**src/rtl/truth_table_sweeper.sv**
```systemverilog
// Exhaustive 4-input truth-table sweeper and checker for a gate netlist.
// Define SWEEP_GRAY_EN to step rows in Gray order instead of binary order.
module truth_table_sweeper #(
    parameter logic [15:0] EXPECTED = 16'h4724,
    parameter int unsigned SETTLE   = 2
) (
    input  logic        clk,
    input  logic        rst_n,
    input  logic        start,
    input  logic        abort,
    input  logic        resp,
    output logic [3:0]  stim,
    output logic        busy,
    output logic        done,
    output logic [15:0] table_out,
    output logic        pass,
    output logic [4:0]  err_count
);

    typedef enum logic [1:0] {
        S_IDLE,
        S_SETTLE,
        S_DONE
    } state_t;

    state_t      r_state;
    logic [3:0]  r_step;
    logic [7:0]  r_cnt;
    logic [3:0]  r_stim;
    logic        r_busy;
    logic        r_done;
    logic [15:0] r_table;
    logic        r_pass;
    logic [4:0]  r_err;

    logic [3:0]  w_row;
    logic [3:0]  w_idx;
    logic        w_last;

    function automatic logic [3:0] row_of(input logic [3:0] k);
`ifdef SWEEP_GRAY_EN
        return k ^ (k >> 1);
`else
        return k;
`endif
    endfunction

    assign w_row  = row_of(r_step);
    // Row 0 lands in the table MSB so the hex code reads row 0 first.
    assign w_idx  = 4'd15 - w_row;
    assign w_last = (r_cnt == 8'(SETTLE - 1));

    always_ff @(posedge clk or negedge rst_n) begin
        if (!rst_n) begin
            r_state <= S_IDLE;
            r_step  <= 4'd0;
            r_cnt   <= 8'd0;
            r_stim  <= 4'd0;
            r_busy  <= 1'b0;
            r_done  <= 1'b0;
            r_table <= 16'd0;
            r_pass  <= 1'b0;
            r_err   <= 5'd0;
        end else begin
            r_done <= 1'b0;
            unique case (r_state)
                S_IDLE: begin
                    if (start && !abort) begin
                        r_state <= S_SETTLE;
                        r_step  <= 4'd0;
                        r_cnt   <= 8'd0;
                        r_stim  <= row_of(4'd0);
                        r_busy  <= 1'b1;
                        r_table <= 16'd0;
                        r_err   <= 5'd0;
                        r_pass  <= 1'b0;
                    end
                end
                S_SETTLE: begin
                    if (abort) begin
                        r_state <= S_IDLE;
                        r_stim  <= 4'd0;
                        r_busy  <= 1'b0;
                        r_pass  <= 1'b0;
                    end else if (w_last) begin
                        r_table[w_idx] <= resp;
                        if (resp != EXPECTED[w_idx])
                            r_err <= r_err + 5'd1;
                        if (r_step == 4'd15) begin
                            r_state <= S_DONE;
                        end else begin
                            r_step <= r_step + 4'd1;
                            r_stim <= row_of(r_step + 4'd1);
                            r_cnt  <= 8'd0;
                        end
                    end else begin
                        r_cnt <= r_cnt + 8'd1;
                    end
                end
                S_DONE: begin
                    r_state <= S_IDLE;
                    r_done  <= 1'b1;
                    r_busy  <= 1'b0;
                    r_stim  <= 4'd0;
                    r_pass  <= (r_err == 5'd0);
                end
                default: r_state <= S_IDLE;
            endcase
        end
    end

    assign stim      = r_stim;
    assign busy      = r_busy;
    assign done      = r_done;
    assign table_out = r_table;
    assign pass      = r_pass;
    assign err_count = r_err;

endmodule

```
**config.mk**
```make
export PLATFORM = sky130hd
export DESIGN_NAME = truth_table_sweeper
export DESIGN_NICKNAME = d
export VERILOG_FILES = /design/src/rtl/truth_table_sweeper.sv
export SDC_FILE = /design/constraint.sdc
export NUM_CORES = 1
export LEC_CHECK = 0
export ABC_AREA = 1
export CAP_MARGIN = 5
export CORE_MARGIN = 5
export CORE_UTILIZATION = 50
export CTS_CLUSTER_DIAMETER = 60
export DETAILED_ROUTE_END_ITERATION = 8
export HOLD_SLACK_MARGIN = 0.03
export PLACE_DENSITY_LB_ADDON = 0.12
export SKIP_CTS_REPAIR_TIMING = 1
export SYNTH_ARGS = -nofsm -noshare
export SYNTH_HDL_FRONTEND = slang
export SYNTH_SLANG_ARGS = --single-unit
```
**constraint.sdc**
```tcl
create_clock -name clk -period 1.45 [get_ports clk]
set_input_delay 0.2175 -clock clk [delete_from_list [all_inputs] [get_ports clk]]
set_output_delay 0.2175 -clock clk [all_outputs]
set_load 0.05 [all_outputs]
```
# After elaboration in Yosys (flattened, before gate mapping)
# Memories as Yosys holds them, arrays and structs flattened.
# Cells that the tools add are included.
# totals
reg_bits,42
romBits,16
in_bits,5
out_inout_bits,28
wordCells,81
mem_count,1
# mem_list
name,depth,word_bits,read_ports,rd_clocked_by_memory_dff,write_ports,line_no,rtl
(name not given),16,1,1,0,0,87,if (resp != EXPECTED[w_idx])
# classes
add_sub_neg,4
n_lt_le_gt_ge,2
n_eq_ne,15
mux,36
reduce_logical,14
# op_table
op,count
two-way mux 16 bit,3
two-way mux 8 bit,4
case mux 16 bit (2 select lines),1
two-way mux 4 bit,5
two-way mux 5 bit,4
bitwise mux 16 bit,1
case mux 8 bit (2 select lines),1
inequality test 2 bit (second input constant),6
inequality test 3 bit (second input constant),4
case mux 4 bit (3 select lines),1
AND reduction 4 bit,3
case mux 5 bit (2 select lines),1
AND reduction 5 bit,2
adder 8 x 1 -> 8 bit (second input constant),1
equality test 8 x 1 -> 1 bit (second input constant),1
two-way mux 2 bit,4
case mux 4 bit (2 select lines),1
two-way mux 1 bit,6
case mux 1 bit (3 select lines),2
AND reduction 3 bit,2
adder 5 x 1 -> 5 bit (second input constant),1
zero test 5 bit,1
< comparator 4 x 5 -> 1 bit (second input constant),1
adder 4 x 1 -> 4 bit (second input constant),1
13 further kinds,14

# Depth between registers and ports, before layout
# logic_depth
word_depth,9
mapped_depth,13
ltp_nobuf,12

# Least setup slack after synthesis
# OpenSTA, ideal clock, no wires.
# synth_path
kind,flip-flop to flip-flop
from,register r_step[0]
to,register r_err[2] (netlist: err_count[2])
setup_time_ns,0.120
arrival_ns,1.440
t_required_ns,1.330
setup_slack_ns,-0.110
path_stages_with_launch,13
path_buffers,0
period_less_slack_ns,1.560
path_cell_list,dfrtp_1 -> inv_1 -> ha_1 -> inv_1 -> nand2_1 -> nand2_1 -> nand2_1 -> nand2_1 -> nand2_1 -> nand3_1 -> nand2_1 -> nand2_1 -> nand2_1
# synth_between
elab_chain_len,6
# synth_rtl
element,line_no,rtl
from (decl),27,logic [3:0] r_step;
from (signal assigned),92,r_step <= r_step + 4'd1;
subtractor 4 bit,50,assign w_idx = 4'd15 - w_row;
memory read (16 x 1 bit),n/a,
two-way mux 1 bit (implied by the code),87,
inequality test 1 bit,87,
inequality test 2 bit (no source line),n/a,
AND reduction 5 bit (no source line),n/a,
to (signal assigned),88,r_err <= r_err + 5'd1;
to (decl),34,logic [4:0] r_err;
# Every way passes these cells. The select of a mux whose other input is x is not followed.
# A chain may end at the register's enable or synchronous reset.

# Worst setup path after layout
# layout_path
from,register r_state[1]
to,register r_table[12] (netlist: table_out[12])
# layout_between
elab_chain_len,3
word_cells_on_any_way,8
cone_classes,4 x eq/ne; 1 x mux; 3 x reduce/logical
# layout_rtl
element,line_no,rtl
from (decl),26,state_t r_state;
from (signal assigned),55,r_state <= S_IDLE;
from (signal assigned),69,r_state <= S_SETTLE;
from (signal assigned),81,r_state <= S_IDLE;
equality test 2 x 1 -> 1 bit / zero test 2 bit (equally long branches),66,unique case (r_state)
inequality test 2 bit (no source line) / nonzero test 2 bit (equally long branches),n/a,
AND reduction 4 bit (no source line),n/a,
"to (signal, indexed assignment)",86,r_table[w_idx] <= resp;
to (decl),32,logic [15:0] r_table;
# Several ways; a longest one is shown, not always the timed one.

==> impl_results.md <==
* CP arrival at approximately 1.8 ns
* DP Worst Slack at -0.320 ns
* Total CTS buffers at 5
* Layout cells sized above 1 at between 30% and 40%
* Core footprint at 5070 µm²
* Hold Crit Class: in2async
* Final worst path period share at 113%
* Initial antenna violation count at 0
* Crit Path Category: reg2reg
* HPWL after DPL at 4.59 mm
* Synth cell types at 26
* Syn nets at 379
* Worst endpoint required time at 1.64 ns
* Failing checks: negative setup slack
* Worst Skew at 0.0105 ns
* Global route overflow at 0
* Vias/cell at 5.02
* Syn Std Cell Area at around 2600 µm²
* Die Span X at 82.0 µm
* FF-to-FF path depth at 10
* Synth Warn # at 0
* Power Density at around 1800 nW/µm²
* Worst Tran Pin Value at 0.440 ns
* Post-synthesis sequential area ratio at 40.6%
* Setup violations, final at 39
* Routed wire length at 7.18 mm
* DR vias at 2601
* VDD IR-drop max at 956 µV
* Vias in the first global route at roughly 2400
* Critical Path Fanout Max at 12
* Setup crit end kind: register
* # DRC at 0
* Die area at roughly 6700 µm²
* Routed length per placed instance at 13.9 µm
* Port bufs at 32
* Fin Setup TNS at -6.10 ns
* Fillers at between 300 and 400
* Synthesized flop and latch total at 42
* CTS Root Cell: clkbuf_8
* Syn Inst Count at 362
* Synth top area share at approximately two fifths
* # rows at 26
* Setup WS post-layout at -0.194 ns
* Clock-pin slew on the worst setup and hold paths at 0.09 ns
* Mapped Avg Cell Area at 7.15 µm²
* Fin crit period at 1.64 ns
* Max Fclk at between 600 and 700 MHz
* Synth area leaders: dfrtp_1 (41%), nand2_1 (22%), ha_1 (5.8%)
* Critical-path top delay cell: dfrtp_1
* CTS tree: done
* Most frequent CP cell: nand2_1
* Synth-to-layout area growth at 53.1%
* Layout Nets at 464
* Starting density of the core at 51.0%
* Worst path cell trace: inv_2, ha_4, nor2_2, nor2_4, nand2_4, nor2_8, buf_12, nand2_1, nand2_1, nand2_1
* First-pass GRT wire length at 10.5 mm
* Leakage at 2.01 nW
* Status: finished with violations
* Unrepaired setup endpoints after global routing: yes
* Cell taking the most area after synthesis: dfrtp_1
* Total GRT Usage at 20.2%
* First DRT Iteration DRCs at ~190
* Height of the die at 82.0 µm
* Fin. max-slew vios at 0
* Antenna Nets Post-Route at 0
* IO Pins at 33
* Maxcap violations at 0
* GPL Wtd Cong at ~0.86
* Worst skew pair latency at 0.30 ns
* CTS sink cnt at 42
* Critical Path Start Type: register
* Slew Limit Headroom at 70.6%
* Max incr delay on CP at 0.41 ns
* Final Util at between 70% and 80%
* Diodes inserted at 0
* Pin count of the biggest net entering global routing at 20
* 1st-pass router iterations at 4
* Htree depth at 2
* Buffer depth of the longest clock path at 2
* Pwr Total at 7.05 mW
* Final hold vios at 0
* Min Hold Slack at between 0.3 and 0.4 ns
==> path summary, 6_finish.rpt <==
kind                                             endpoint  slack [ns]                 startpoint
worst min-delay path                 r_cnt[5]$_DFFE_PN0P_        0.38                      rst_n
max in group asynchronous           r_step[0]$_DFFE_PN0P_        0.45                      rst_n
worst max-delay path            table_out[12]$_DFFE_PN0P_       -0.19     r_state[1]$_DFFE_PN0P_
min in group clk                table_out[13]$_DFFE_PN0P_        0.54  table_out[13]$_DFFE_PN0P_
worst max register to register  table_out[12]$_DFFE_PN0P_       -0.19     r_state[1]$_DFFE_PN0P_
worst min register to register  table_out[13]$_DFFE_PN0P_        0.54  table_out[13]$_DFFE_PN0P_
==> report_power, final <==
| part | total (mW) | leakage, nW | switching, mW | internal (mW) |
|---|---|---|---|---|
| combinational | 4.71 | 1.39 | 2.74 | 1.97 |
| clock | 0.749 | 0.0450 | 0.415 | 0.334 |
| sequential | 1.59 | 0.571 | 0.230 | 1.36 |
| total | 7.05 | 2.01 | 3.39 | 3.67 |
==> registers in the layout, summed over array words and instances (netlist names) <==
signal	cells
r_step	4
table_out	16
stim	4
r_state	2
r_cnt	8
err_count	5
done	1
pass	1
busy	1
==> through the flow <==
step / cells / instance area, µm²
finish: 518 / 3960
CTS: 505 / 3620
detailed placement: 497 / 3540
floorplan: 362 / 2600
global placement: 497 / 3540
global route: 518 / 3960
==> routing by layer <==
layer	GRT usage (%)	wire, µm	vias to the layer above	part of all wire, %
met5	0	0	-	0
met4	6.31	179	0	2.5
met3	4.82	324	18	4.5
met2	33.8	3640	79	51
met1	25.7	3040	1216	42
li1	-	-	1288	-
==> Yosys cell counts <==
master,number
ha_1,12
a21oi_2,1
clkbuf_1,3
o21ai_1,3
nand3b_1,1
nand2_2,3
nand3_1,15
nor2_4,5
nand2_1,155
or2_2,2
xor2_1,3
xnor2_1,3
nand4_1,4
nor2_8,1
inv_1,34
dfrtp_1,42
o21ai_2,1
nor2_1,34
buf_4,1
nor3_1,4
a21oi_1,1
buf_6,5
nand3_2,1
nand2_4,1
inv_2,5
o21ai_0,22
==> final cells by class <==
cell class              count  area [µm²]  area share, %
well taps                  70        87.6           2.21
flip-flops and latches     42        1060           26.6
multi-input cells         273        1560           39.2
clock inverters             2        10.0          0.253
clock buffers               6        72.6           1.83
repair buffers             86        1020           25.8
inverters                  39         159           4.01
==> layout by cell type, fill, tap and decap left out, types with 2 or more instances in the layout <==
cell / n
nand3_4: 3
xor2_1: 3
nand4_1: 4
nand2_1: 141
ha_4: 3
inv_1: 26
dfrtp_1: 38
inv_2: 10
nand3_1: 12
o21ai_2: 4
nor2_4: 8
or2_2: 2
ha_1: 7
nand2_4: 8
nor3_1: 4
nor2_1: 30
ha_2: 2
dfrtp_2: 4
o21ai_1: 7
buf_6: 2
xnor2_1: 3
buf_12: 29
nand2_8: 2
buf_4: 50
clkbuf_8: 5
inv_4: 2
clkdlybuf4s50_1: 3
nand2_2: 9
o21ai_0: 14
clkinv_2: 2
==> kinds of logic (layout without fill, tap and decap cells) <==
group                    after synthesis  in the layout  share of synthesized area (%)
AND/OR/NAND/NOR                      226            227                           37.3
adder cells (fa/ha/maj)               12             12                           5.80
buffers and inverters                 48            133                           8.55
AO/OA/AOI/OAI                         28             28                           5.70
XOR/XNOR                               6              6                           2.03
flip-flops                            42             42                           40.6
==> critical path, delay by kind of cell (launching register included) <==
family,cells,cell delay (ns)
and+or+nand+nor,7,0.65
buffers and inverters,2,0.27
adders and majority gates,1,0.19
DFF,1,0.41
(Power assumes the default switching activity.)
